<file path="src/rtl/regfile_wb_arbiter.sv">
// Write-back arbiter for the register file's single write port: port 0 (ALU) has priority,
// port 1 (multi-cycle unit) is buffered in a 2-entry FIFO and protected from starvation.
module regfile_wb_arbiter #(
    parameter int ADDRESS_WIDTH = 5,
    parameter int DATA_WIDTH    = 32,
    parameter int MAX_WAIT      = 3
) (
    input  logic                     clk,
    input  logic                     rst_n,
    input  logic                     req0_valid,
    input  logic [ADDRESS_WIDTH-1:0] req0_addr,
    input  logic [DATA_WIDTH-1:0]    req0_data,
    output logic                     req0_ready,
    input  logic                     req1_valid,
    input  logic [ADDRESS_WIDTH-1:0] req1_addr,
    input  logic [DATA_WIDTH-1:0]    req1_data,
    output logic                     req1_ready,
    output logic                     WE3,
    output logic [ADDRESS_WIDTH-1:0] AD3,
    output logic [DATA_WIDTH-1:0]    WD3,
    output logic [1:0]               fifo_count
);

    localparam logic [3:0] WAIT_LIMIT = 4'(MAX_WAIT);

    logic [ADDRESS_WIDTH-1:0] fifo_addr [2];
    logic [DATA_WIDTH-1:0]    fifo_data [2];
    logic                     wr_ptr;
    logic                     rd_ptr;
    logic [1:0]               count;
    logic [3:0]               wait_cnt;

    logic                     fifo_empty;
    logic                     force_head;
    logic                     issue0;
    logic                     pop;
    logic                     push;
    logic [ADDRESS_WIDTH-1:0] issue_addr;
    logic [DATA_WIDTH-1:0]    issue_data;

    // Handshake: a transfer happens on a port when valid && ready at the rising clk edge.
    // Both readies come only from registered state (count, wait_cnt), never from the valids.
    assign fifo_empty = (count == 2'd0);
    assign force_head = !fifo_empty && (wait_cnt == WAIT_LIMIT);
    assign req0_ready = !force_head;
    assign req1_ready = (count < 2'd2);
    assign fifo_count = count;

    assign push   = req1_valid && req1_ready;
    assign issue0 = req0_valid && !force_head;
    assign pop    = !issue0 && !fifo_empty;

    assign issue_addr = issue0 ? req0_addr : fifo_addr[rd_ptr];
    assign issue_data = issue0 ? req0_data : fifo_data[rd_ptr];

    // FIFO storage needs no reset; validity is tracked by count and the pointers.
    always_ff @(posedge clk) begin
        if (push) begin
            fifo_addr[wr_ptr] <= req1_addr;
            fifo_data[wr_ptr] <= req1_data;
        end
    end

    always_ff @(posedge clk or negedge rst_n) begin
        if (!rst_n) begin
            wr_ptr   <= 1'b0;
            rd_ptr   <= 1'b0;
            count    <= 2'd0;
            wait_cnt <= 4'd0;
            WE3      <= 1'b0;
            AD3      <= '0;
            WD3      <= '0;
        end else begin
            if (push) wr_ptr <= !wr_ptr;
            if (pop)  rd_ptr <= !rd_ptr;

            case ({push, pop})
                2'b10:   count <= count + 2'd1;
                2'b01:   count <= count - 2'd1;
                default: count <= count;
            endcase

            if (pop || fifo_empty)
                wait_cnt <= 4'd0;
            else if (issue0)
                wait_cnt <= wait_cnt + 4'd1;

            // Writes to x0 still consume their slot but never assert the write enable.
            if (issue0 || pop) begin
                WE3 <= (issue_addr != '0);
                AD3 <= issue_addr;
                WD3 <= issue_data;
            end else begin
                WE3 <= 1'b0;
            end
        end
    end

endmodule

</file>
<file path="config.mk">
export PLATFORM = sky130hd
export DESIGN_NAME = regfile_wb_arbiter
export DESIGN_NICKNAME = d
export VERILOG_FILES = /design/src/rtl/regfile_wb_arbiter.sv
export SDC_FILE = /design/constraint.sdc
export NUM_CORES = 1
export LEC_CHECK = 0
export BUFFER_PORTS_ARGS = -buffer_cell sky130_fd_sc_hd__buf_4
export CELL_PAD_IN_SITES_DETAIL_PLACEMENT = 0
export CELL_PAD_IN_SITES_GLOBAL_PLACEMENT = 2
export CORE_MARGIN = 2
export CORE_UTILIZATION = 39
export DETAILED_ROUTE_END_ITERATION = 8
export GPL_TIMING_DRIVEN = 0
export PLACE_DENSITY = 0.93
export SLEW_MARGIN = 20
export SYNTH_ARGS = -nofsm -noshare
export SYNTH_HDL_FRONTEND = slang
export SYNTH_SLANG_ARGS = --single-unit
</file>
<file path="constraint.sdc">
create_clock -name clk -period 4.98 [get_ports clk]
set_input_delay 1.245 -clock clk [delete_from_list [all_inputs] [get_ports clk]]
set_output_delay 1.245 -clock clk [all_outputs]
set_load 0.01 [all_outputs]
</file>
## Yosys cells after proc, flatten, opt, wreduce, memory -nomap -nowiden

Memories as Yosys holds them, arrays and structs flattened.
Cells that the tools add are included.

| storage, ports and cells | value |
|---|---|
| output and inout bits | 42 |
| bits in writable memories | 74 |
| word-level logic and storage cells | 39 |
| register bits after elaboration | 46 |
| memories | 2 |

Memories:

| memory | depth | width | read ports | clocked after memory_dff | write ports | RTL line | text |
|---|---|---|---|---|---|---|---|
| fifo_data | 2 | 32 | 1 | 0 | 1 | 27 | `logic [DATA_WIDTH-1:0] fifo_data [2];` |
| fifo_addr | 2 | 5 | 1 | 0 | 1 | 26 | `logic [ADDRESS_WIDTH-1:0] fifo_addr [2];` |

| cells by class | value |
|---|---|
| reduce and logical (&&, ||, !) cells | 15 |
| $add $sub $neg | 3 |
| equal/unequal tests | 3 |
| muxes and demuxes | 8 |
| $lt $le $gt $ge | 1 |

Operators with widths:

| cell | count |
|---|---|
| 32-bit two-way mux | 1 |
| 4-bit two-way mux | 2 |
| 1-bit logical NOT | 5 |
| 5-bit two-way mux | 1 |
| 5-bit nonzero test | 1 |
| 4-bit by 1-bit adder with 4-bit output, second input constant | 1 |
| 4-bit by 2-bit == test with 1-bit output, second input constant | 1 |
| 1-bit logical AND | 4 |
| 2-bit case mux with 2 select lines | 1 |
| 2-bit nonzero test | 2 |
| 1-bit two-way mux | 3 |
| 2-bit by 1-bit adder with 2-bit output, second input constant | 1 |
| 2-bit by 1-bit == test with 1-bit output, second input constant | 1 |
| 2-bit == test, second input constant | 1 |
| 2-bit logical NOT | 1 |
| 1-bit logical OR | 2 |
| 2-bit less-than comparator, second input constant | 1 |
| 2-bit by 1-bit subtractor with 2-bit output, second input constant | 1 |

## Depth between registers and ports, before layout

Gate-level depths: netlist (run 1).

| logic depth | value |
|---|---|
| word-level depth | 9 |
| mapped depth | 8 |

## Least setup slack after synthesis (run 1)

OpenSTA, ideal clock, no wires.

| path | value |
|---|---|
| path type | input -> register |
| start point | input port req1_valid |
| end point | memory fifo_addr[0][0], enable pin |
| library setup time | 0.431 ns |
| stages | 2 |
| setup slack | 1.639 ns |
| arrival time | 2.910 ns |
| path through | nand2_1 > nor2_1 |

| on the way | value |
|---|---|
| longest elaborated chain between the ends | 3 |

RTL lines:

| item | RTL line | text |
|---|---|---|
| from (decl) | 14 | `input logic req1_valid,` |
| 1-bit logical AND | 49 | `assign push = req1_valid && req1_ready;` |
| 1-bit two-way mux | 58 | `if (push) begin` |
| 1-bit two-way mux (not written as such) | 59 | `fifo_addr[wr_ptr] <= req1_addr;` |
| to (decl) | 26 |  |

Every way passes these cells.

## Worst setup path after layout (run 1)

| path | value |
|---|---|
| start point | register wait_cnt[0] |
| end point | output port req0_ready |

| on the way | value |
|---|---|
| longest elaborated chain between the ends | 3 |

RTL lines:

| item | RTL line | text |
|---|---|---|
| from (decl) | 31 | `logic [3:0] wait_cnt;` |
| from (signal assigned) | 86 | `wait_cnt <= wait_cnt + 4'd1;` |
| 4-bit by 2-bit == test with 1-bit output | 44 | `assign force_head = !fifo_empty && (wait_cnt == WAIT_LIMIT);` |
| 1-bit logical AND | 44 |  |
| 1-bit logical NOT | 45 | `assign req0_ready = !force_head;` |
| to (decl) | 13 | `output logic req0_ready,` |

Every way passes these cells.

==> impl_metrics.tcl, run 1 <==
set metrics [dict create \
    status "finished, final reports clean" \
    ys.flop_type "edfxtp_1" \
    core-area_mm2 0.0127 \
    cts_root_buf "clkbuf_16" \
    setup.worst_path.end_class "output pin" \
    vdd_ir_drop_max_uv 317 \
    grt_max_degree 47 \
    p_leak_nw 2.90 \
    dieArea_mm2 0.0140 \
    rrSetupSlack_ns 3.10 \
    max_freq_mhz 349 \
    fin_cells 683 \
    wl_per_cell_um 16.2 \
    cts_sinks 120 \
    cts_buffer_depth 2 \
    pwr-share-seq_pct 38.0 \
    place_congestion 0.726 \
    maxSlewHeadroom_pct 56.6 \
    rsz0062_at_grt "false" \
    p_per_area_mw_per_mm2 561 \
    routed_wl_mm 11.0 \
    cp_slowest_cell "dfrtp_1" \
    final_common_cell "buf_4" \
    hp-class "flop to flop" \
    synth-seq-cells 120 \
    first_iter_violations 116 \
    r2r.worst_path.cells 7 \
    hold_buffers 0 \
    synth_top_area_share_pct 43.6 \
    path_cells "ha_1 -> nor3b_4 -> nand2_4 -> buf_4" \
    vias_per_cell 4.79 \
    crit_path_start_kind "flop" \
    worst_hold_slack_ns 0.467 \
    dp_hpwl_mm 7.72 \
    grt_pass1_vias 3440 \
    p_total_mw 3.81 \
    cts_tree "built" \
    setup_viol 0 \
    yosys_warnings 0 \
    internal_power_mw 2.59 \
    path_max_fanout 8 \
    slew_viol_final 0 \
    area_growth_pct 33.4 \
    yosysTopAreaCell "edfxtp_1" \
    cts_max_level 4 \
    p_sw_share_pct 32.0 \
    final_cell_mix "124 x buf_4, 74 x edfxtp_1, 47 x mux2i_1" \
    ys_types 31 \
    drive_gt1_share_pct 46.0 \
    ys_seq_area_share_pct 66.3 \
    clockPowerShare_pct 28.5 \
    timing.final.crit_period_ns 2.86 \
    overflow 0 \
    antenna_cells 0 \
    switching_power_mw 1.22 \
    fin_nets 578 \
    crit_arrival_ns 1.62 \
    cts_resized 0 \
    post_cts_buffers 0 \
    rows 41 \
    fin_tns_setup_ns 0 \
    dieHeight_um 118 \
    critPathLaunch "wait_cnt[0]$_DFFE_PN0P_" \
    io_pins 120 \
    post-route-period-util_pct 57.5 \
    insertion_delay_ns 0.41 \
    first_pass_iters 4 \
    antenna_found_initial 0 \
    dr_total_vias 3271 \
    grt_usage_pct 16.7 \
    post-route-util_pct 53.6 \
    numPortBuffers 118 \
    cap_violations 0 \
    hold_viol_final 0 \
    cts_buffers 17 \
    synth_area_mm2 0.00509 \
    finClkSkew_ns 0.00562 \
    synth-edff-count 74 \
    crit_type "flop to output pin" \
    r2r-start "wait_cnt[0]$_DFFE_PN0P_" \
    endpoint "req0_ready" \
    drc 0 \
    synthCells 359 \
    synth.avg_cell_area_um2 14.2 \
    dp_cells 651 \
    r2r-end "fifo_count[1]$_DFFE_PN0P_" \
    syn-num-nets 439 \
    die_w_um 118 \
    clkSlewWorstSetupHoldPaths_ns 0.05 \
    antenna_left 0 \
    worst_slew_pin_slew_ns 0.651 \
    comb_power_share_pct 33.5 \
    required_ns 3.73 \
    max_stage_delay_ns 0.37 \
    ys_async_sr_fraction_pct 38.3 \
    start_util_pct 40.2 \
    ys_top_cells_by_area "edfxtp_1 44%, dfrtp_1 23%, mux2i_1 9.2%, o21ai_2 5.2%, nand2_2 3.7%" \
    grt_first_pass_wirelength_mm 17.6 \
]
sequential cells by signal, indices dropped and copies added, names as in the netlist:
| signal | count |
|---|---|
| AD3 | 5 |
| WD3 | 32 |
| WE3 | 1 |
| fifo_addr | 10 |
| fifo_count | 2 |
| fifo_data | 64 |
| rd_ptr | 1 |
| wait_cnt | 4 |
| wr_ptr | 1 |
power by group through the flow:
stage          Combinational, mW  Sequential, mW  Clock [mW]
6_report                    1.28            1.45        1.09
5_1_grt                     1.40            1.47        1.17
4_1_cts                     1.30            1.45        1.11
3_5_place_dp                1.30            1.47           0
3_3_place_gp                1.25            1.46           0
2_1_floorplan              0.757            1.50           0
cell usage after synthesis, drive strengths merged, types with 2 or more instances:
master	count
nor3b	2
clkbuf	5
mux2i	47
nor2	39
ha	2
buf	16
nor3	2
and3	3
dfrtp	46
xnor2	6
nand3	2
or2	2
edfxtp	74
o21ai	32
mux2	5
inv	2
a21oi	33
nand2	35
metal layers:
| metal | part of all wire [%] | track usage, % | vias up | wire length [um] |
|---|---|---|---|---|
| li1 | - | - | 1582 | - |
| met1 | 44 | 20.3 | 1582 | 4910 |
| met2 | 49 | 27.6 | 93 | 5390 |
| met3 | 4.9 | 5.02 | 14 | 540 |
| met4 | 1.8 | 7.45 | 0 | 201 |
| met5 | 0 | 0 | - | 0 |
cell type report:
class | count | area [um^2]
clock buffers | 23 | 488
well taps | 172 | 215
multi-input cells | 216 | 1550
clock inverters | 9 | 48.8
repair buffers | 120 | 941
flip-flops and latches | 120 | 3370
inverters | 2 | 7.51
fillers | 1093 | 5880
plain buffers | 21 | 171
worst min-delay path by stage:
| stage | start | end | slack (ns) | depth (start not counted) |
|---|---|---|---|---|
| after floorplan | wait_cnt[0]$_DFFE_PN0P_ | wait_cnt[0]$_DFFE_PN0P_ | 0.43 | 1 |
| after global placement | wait_cnt[0]$_DFFE_PN0P_ | wait_cnt[0]$_DFFE_PN0P_ | 0.44 | 1 |
| after detailed placement | wait_cnt[0]$_DFFE_PN0P_ | wait_cnt[0]$_DFFE_PN0P_ | 0.47 | 1 |
| after CTS | wait_cnt[0]$_DFFE_PN0P_ | wait_cnt[0]$_DFFE_PN0P_ | 0.47 | 1 |
| after global routing | wait_cnt[0]$_DFFE_PN0P_ | wait_cnt[0]$_DFFE_PN0P_ | 0.51 | 1 |
| final | wait_cnt[0]$_DFFE_PN0P_ | wait_cnt[0]$_DFFE_PN0P_ | 0.47 | 1 |
stage by stage:
| step | cell area, um^2 | setup slack, ns |
|---|---|---|
| 3_5_place_dp | 6260 | 2.42 |
| 6_report | 6790 | 2.12 |
| 2_1_floorplan | 5090 | 1.64 |
| 5_1_grt | 6790 | 2.00 |
| 4_1_cts | 6790 | 2.09 |
| 3_3_place_gp | 6190 | 0.567 |
logic make-up (layout without fill, tap and decap cells):
logic type	count (synthesis)	after routing	synth area share [%]
xor+xnor	7	7	1.20
flops	120	120	66.3
fa+ha+maj	2	2	0.491
compound gates	68	68	9.29
mux	52	52	10.3
buf+inv	23	175	3.51
simple gates	87	87	8.90
critical path: cells and delay by family, from the launching register on:
family	cells	cell delay [ns]
simple gates	2	0.47
flops	1	0.37
fa+ha+maj	1	0.20
buf+inv	1	0.17
No activity file was read; power rests on OpenSTA's default activity.
==> run 2, diff against run 1 <==
- CORE_UTILIZATION: 39 -> 36
- PLACE_DENSITY: 0.93 -> 0.88
- clock period: 4.98 -> 2.8 ns (I/O delays scaled with it)
==> run 2 against run 1 <==
Total power is 84% higher; sequential share of layout area down 0.40 points; clock power is 97% higher; global-route usage down 0.69 points; cell area up 0.81%; critical endpoint unchanged; count of clock-buffer cells in the layout shrank 1; worst hold slack lost 0.14 ns; via count decreased by 0.12%; cell count grew 1.2%; register-to-register slack lost 2.2 ns; largest cell class unchanged.
==> impl_metrics.tcl, run 2 (same netlist as run 1, synthesis figures left out) <==
set metrics [dict create \
    io_pins 120 \
    fin_cells 691 \
    crit_path_start_kind "flop" \
    maxSlewHeadroom_pct 56.1 \
    regMostFlops "fifo_data" \
    worst_hold_slack_ns 0.326 \
    worst_slew_pin_slew_ns 0.659 \
    status "finished, final reports clean" \
    fin_nets 578 \
    dp_hpwl_mm 7.76 \
    antenna_found_initial 0 \
    ff_latch_area_mm2 0.00337 \
    post-route-period-util_pct 84.0 \
    rows 43 \
    hold_viol_final 0 \
    cts_buffers 17 \
    slew_viol_final 0 \
    core-area_mm2 0.0138 \
    cts_resized 0 \
    grt_usage_pct 16.1 \
    wl_per_cell_um 16.4 \
    dieArea_mm2 0.0151 \
    numPortBuffers 118 \
    cts_buffer_depth 2 \
    fin_tns_setup_ns 0 \
    overflow 0 \
    hold_buffers 0 \
    dieHeight_um 123 \
    hp-class "input pin to asynchronous set/reset pin" \
    cts_root_buf "clkbuf_16" \
    setup.worst_path.end_class "output pin" \
    crit_type "flop to output pin" \
    vias_per_cell 4.73 \
    cp_slowest_cell "dfrtp_1" \
    rsz0062_at_grt "false" \
    largestRegisters "fifo_data (64), WD3 (32), fifo_addr (10)" \
    area_growth_pct 34.5 \
    path_cells "ha_1 -> nor3b_4 -> nand2_4 -> buf_4" \
    multi_input_area_mm2 0.00155 \
    drive_gt1_share_pct 45.4 \
    dr_total_vias 3267 \
    cts_tree "built" \
    die_w_um 123 \
    path_max_fanout 8 \
    dp_cells 659 \
    fillers 1214 \
    p_leak_nw 2.92 \
    cts_sinks 120 \
    crit_arrival_ns 1.65 \
    antenna_left 0 \
    timing.final.crit_period_ns 2.35 \
    post_cts_buffers 0 \
    setup_viol 0 \
    cp.buffers_inverters 1 \
    final_cell_mix "124 x buf_4, 74 x edfxtp_1, 47 x mux2i_1" \
    max_freq_mhz 425 \
    final_common_cell "buf_4" \
    grt_first_pass_wirelength_mm 17.7 \
    p_per_area_mw_per_mm2 1020 \
    p_total_mw 7.00 \
    max_stage_delay_ns 0.38 \
    clkSlewWorstSetupHoldPaths_ns 0.05 \
    start_util_pct 36.8 \
    finClkSkew_ns 0.00687 \
    required_ns 2.10 \
    cts_max_level 4 \
    grt_max_degree 47 \
    vdd_ir_drop_max_uv 408 \
    crit_family "simple AND/OR/NAND/NOR gates" \
    drc 0 \
    routed_wl_mm 11.3 \
    antenna_cells 0 \
    cap_violations 0 \
    insertion_delay_ns 0.41 \
    largest_reg_flops 64 \
    first_iter_violations 124 \
    first_pass_iters 4 \
    place_congestion 0.756 \
    grt_pass1_vias 3400 \
]
run 2: changes by cell type in the layout (fill, tap and decap cells not counted), sizes merged:
| cell | delta |
|---|---|
| clkinv | -2 |
| bufinv | +3 |
| clkbuf | -1 |
run 2: worst paths after layout:
kind	cells past startpoint	to	from	slack (ns)
setup / recovery	4	req0_ready	wait_cnt[0]$_DFFE_PN0P_	0.45
min in group clk	1	fifo_data[0][11]$_DFFE_PP_	req1_data[11]	0.47
max in group asynchronous	1	WD3[1]$_DFFE_PN0P_	rst_n	2.04
setup reg to reg	7	fifo_count[1]$_DFFE_PN0P_	wait_cnt[0]$_DFFE_PN0P_	0.87
hold / removal	1	AD3[2]$_DFFE_PN0P_	rst_n	0.33
hold reg to reg	1	wait_cnt[0]$_DFFE_PN0P_	wait_cnt[0]$_DFFE_PN0P_	0.48
run 2: layout make-up:
| type | instances | area share, % |
|---|---|---|
| Clock buffer | 22 | 6.63 |
| Tap cell | 180 | 3.29 |
| Inverter | 2 | 0.110 |
| Multi-Input combinational cell | 216 | 22.6 |
| Sequential cell | 120 | 49.3 |
| Timing Repair Buffer | 120 | 13.7 |
| Clock inverter | 10 | 1.86 |
| Buffer | 21 | 2.50 |
run 2: report_power, final:
group          switching [mW]  internal, mW  total (mW)
logic                    1.24          1.03        2.28
clock network           0.738          1.41        2.15
registers               0.211          2.36        2.57
run 2: metal layers:
layer,part of all wire (%),GRT usage (%),up-vias
met1,43,20.0,1573
met4,2.0,6.90,0
met2,49,26.1,99
li1,-,-,1576
met3,6.2,4.75,19
met5,0,0,-
run 2: through the flow:
stage                     setup WS, ns  cell area, um^2  util [%]
final                            0.448             6850      49.5
after global routing             0.339             6850      49.5
after CTS                        0.411             6850      49.5
after detailed placement         0.798             6270      45.3
after global placement           -1.08             6200      44.9
after floorplan                0.00395             5090         -
==> run 3, diff against run 2 <==
- clock period: 2.8 -> 2.4 ns (I/O delays scaled with it)
==> run 3 against run 2 <==
Total power is 18% higher; routed wire length increased by 0.62%; sequential cell count unchanged; sequential share of layout area about the same; cell count shrank 0.14%; via count is 1.4% higher; sequential power grew 17%; critical endpoint unchanged; largest cell class unchanged; highest routed layer unchanged.
==> impl_metrics.tcl, run 3 (same netlist as run 1, synthesis figures left out) <==
set metrics [dict create \
    vdd_ir_drop_max_uv 520 \
    antenna_left 0 \
    numPortBuffers 118 \
    setup_viol 0 \
    insertion_delay_ns 0.41 \
    crit_type "flop to output pin" \
    hold_viol_final 0 \
    cts_buffers 17 \
    ff_latch_area_mm2 0.00337 \
    grt_usage_pct 16.0 \
    cts_buffer_depth 2 \
    overflow 0 \
    cts_max_level 4 \
    timing.final.crit_period_ns 2.24 \
    path_max_fanout 8 \
    die_w_um 123 \
    dp_hpwl_mm 7.79 \
    antenna_found_initial 0 \
    cts_root_buf "clkbuf_16" \
    crit_arrival_ns 1.64 \
    first_pass_iters 4 \
    grt_pass1_vias 3397 \
    first_iter_violations 141 \
    largestRegisters "fifo_data (64), WD3 (32), fifo_addr (10)" \
    largest_reg_flops 64 \
    start_util_pct 36.8 \
    r2r-start "wait_cnt[0]$_DFFE_PN0P_" \
    post_cts_buffers 0 \
    grt_first_pass_wirelength_mm 17.7 \
    fillers 1210 \
    drc 0 \
    antenna_cells 0 \
    routed_wl_mm 11.4 \
    area_growth_pct 34.6 \
    core-area_mm2 0.0138 \
    crit_path_start_kind "flop" \
    final_common_cell "buf_4" \
    finClkSkew_ns 0.00670 \
    rsz0062_at_grt "false" \
    fin_tns_setup_ns 0 \
    regMostFlops "fifo_data" \
    fin_cells 690 \
    setup.worst_path.end_class "output pin" \
    dr_total_vias 3314 \
    maxSlewHeadroom_pct 48.2 \
    drive_gt1_share_pct 45.5 \
    p_leak_nw 2.92 \
    rrSetupSlack_ns 0.51 \
    max_freq_mhz 447 \
    cts_sinks 120 \
    required_ns 1.80 \
    clkSlewWorstSetupHoldPaths_ns 0.05 \
    cts_tree "built" \
    dp_cells 659 \
    hold_buffers 0 \
    multi_input_area_mm2 0.00155 \
    final_cell_mix "124 x buf_4, 74 x edfxtp_1, 47 x mux2i_1" \
    slew_viol_final 0 \
    cts_resized 0 \
    status "finished, final reports clean" \
    wl_per_cell_um 16.5 \
    grt_max_degree 47 \
    r2r-end "fifo_count[1]$_DFFE_PN0P_" \
    rows 43 \
    vias_per_cell 4.80 \
    worst_slew_pin_slew_ns 0.775 \
    p_per_area_mw_per_mm2 1200 \
    dieArea_mm2 0.0151 \
    r2r.worst_path.cells 7 \
    cap_violations 0 \
    fin_nets 578 \
    place_congestion 0.768 \
    io_pins 120 \
    hp-class "input pin to asynchronous set/reset pin" \
    dieHeight_um 123 \
    post-route-period-util_pct 93.1 \
]
## run 3: cell types whose count changed in the layout (fill, tap and decap cells not counted), sizes merged
| cell | previous run | this run |
|---|---|---|
| clkbuf | 27 | 25 |
| bufinv | 3 | 4 |
| clkinv | 5 | 6 |
| clkinvlp | 2 | 1 |
## run 3: final cells by class
type | instances | area share, %
flip-flops and latches | 120 | 49.2
multi-input cells | 216 | 22.6
repair buffers | 120 | 13.6
clock buffers | 20 | 6.37
well taps | 180 | 3.29
plain buffers | 21 | 2.50
clock inverters | 11 | 2.26
inverters | 2 | 0.110
## run 3: how the worst max path moves through the flow
stage / to / startpoint / slack (ns)
3_3_place_gp: fifo_data[0][10]$_DFFE_PP_ / req1_valid / -0.41
3_5_place_dp: fifo_data[0][10]$_DFFE_PP_ / req1_valid / 0.39
4_1_cts: req0_ready / wait_cnt[0]$_DFFE_PN0P_ / 0.14
5_1_grt: req0_ready / wait_cnt[0]$_DFFE_PN0P_ / 0.08
2_1_floorplan: fifo_addr[0][0]$_DFFE_PP_ / fifo_count[1]$_DFFE_PN0P_ / 0.31
6_report: req0_ready / wait_cnt[0]$_DFFE_PN0P_ / 0.16
## run 3: where the power goes
| group | total (mW) | switching (mW) | internal, mW |
|---|---|---|---|
| logic | 2.66 | 1.46 | 1.20 |
| clock network | 2.57 | 0.857 | 1.71 |
| registers | 3.01 | 0.248 | 2.76 |
## run 3: stage by stage
stage	power (mW)	util, %	hold slack [ns]	setup WS, ns	cell area (um^2)
3_3_place_gp	5.65	44.9	0.443	-0.409	6200
5_1_grt	8.72	49.5	0.274	0.0778	6850
3_5_place_dp	5.76	45.3	0.454	0.394	6260
6_report	8.24	49.5	0.222	0.165	6850
4_1_cts	8.36	49.5	0.244	0.144	6850
2_1_floorplan	4.68	-	0.304	0.307	5090
## run 3: routing by layer
layer,GRT usage (%),vias up,part of all wire [%]
met1,19.5,1615,42
met5,0,-,0
met3,4.43,15,5.9
li1,-,1574,-
met2,26.9,110,51
met4,6.25,0,1.5
## run 3: worst max-delay path, stage by stage, from the launching register on
cell and delay, ns:
dfrtp_1 0.37, ha_1 0.20, nor3b_4 0.34, nand2_4 0.15, buf_4 0.17
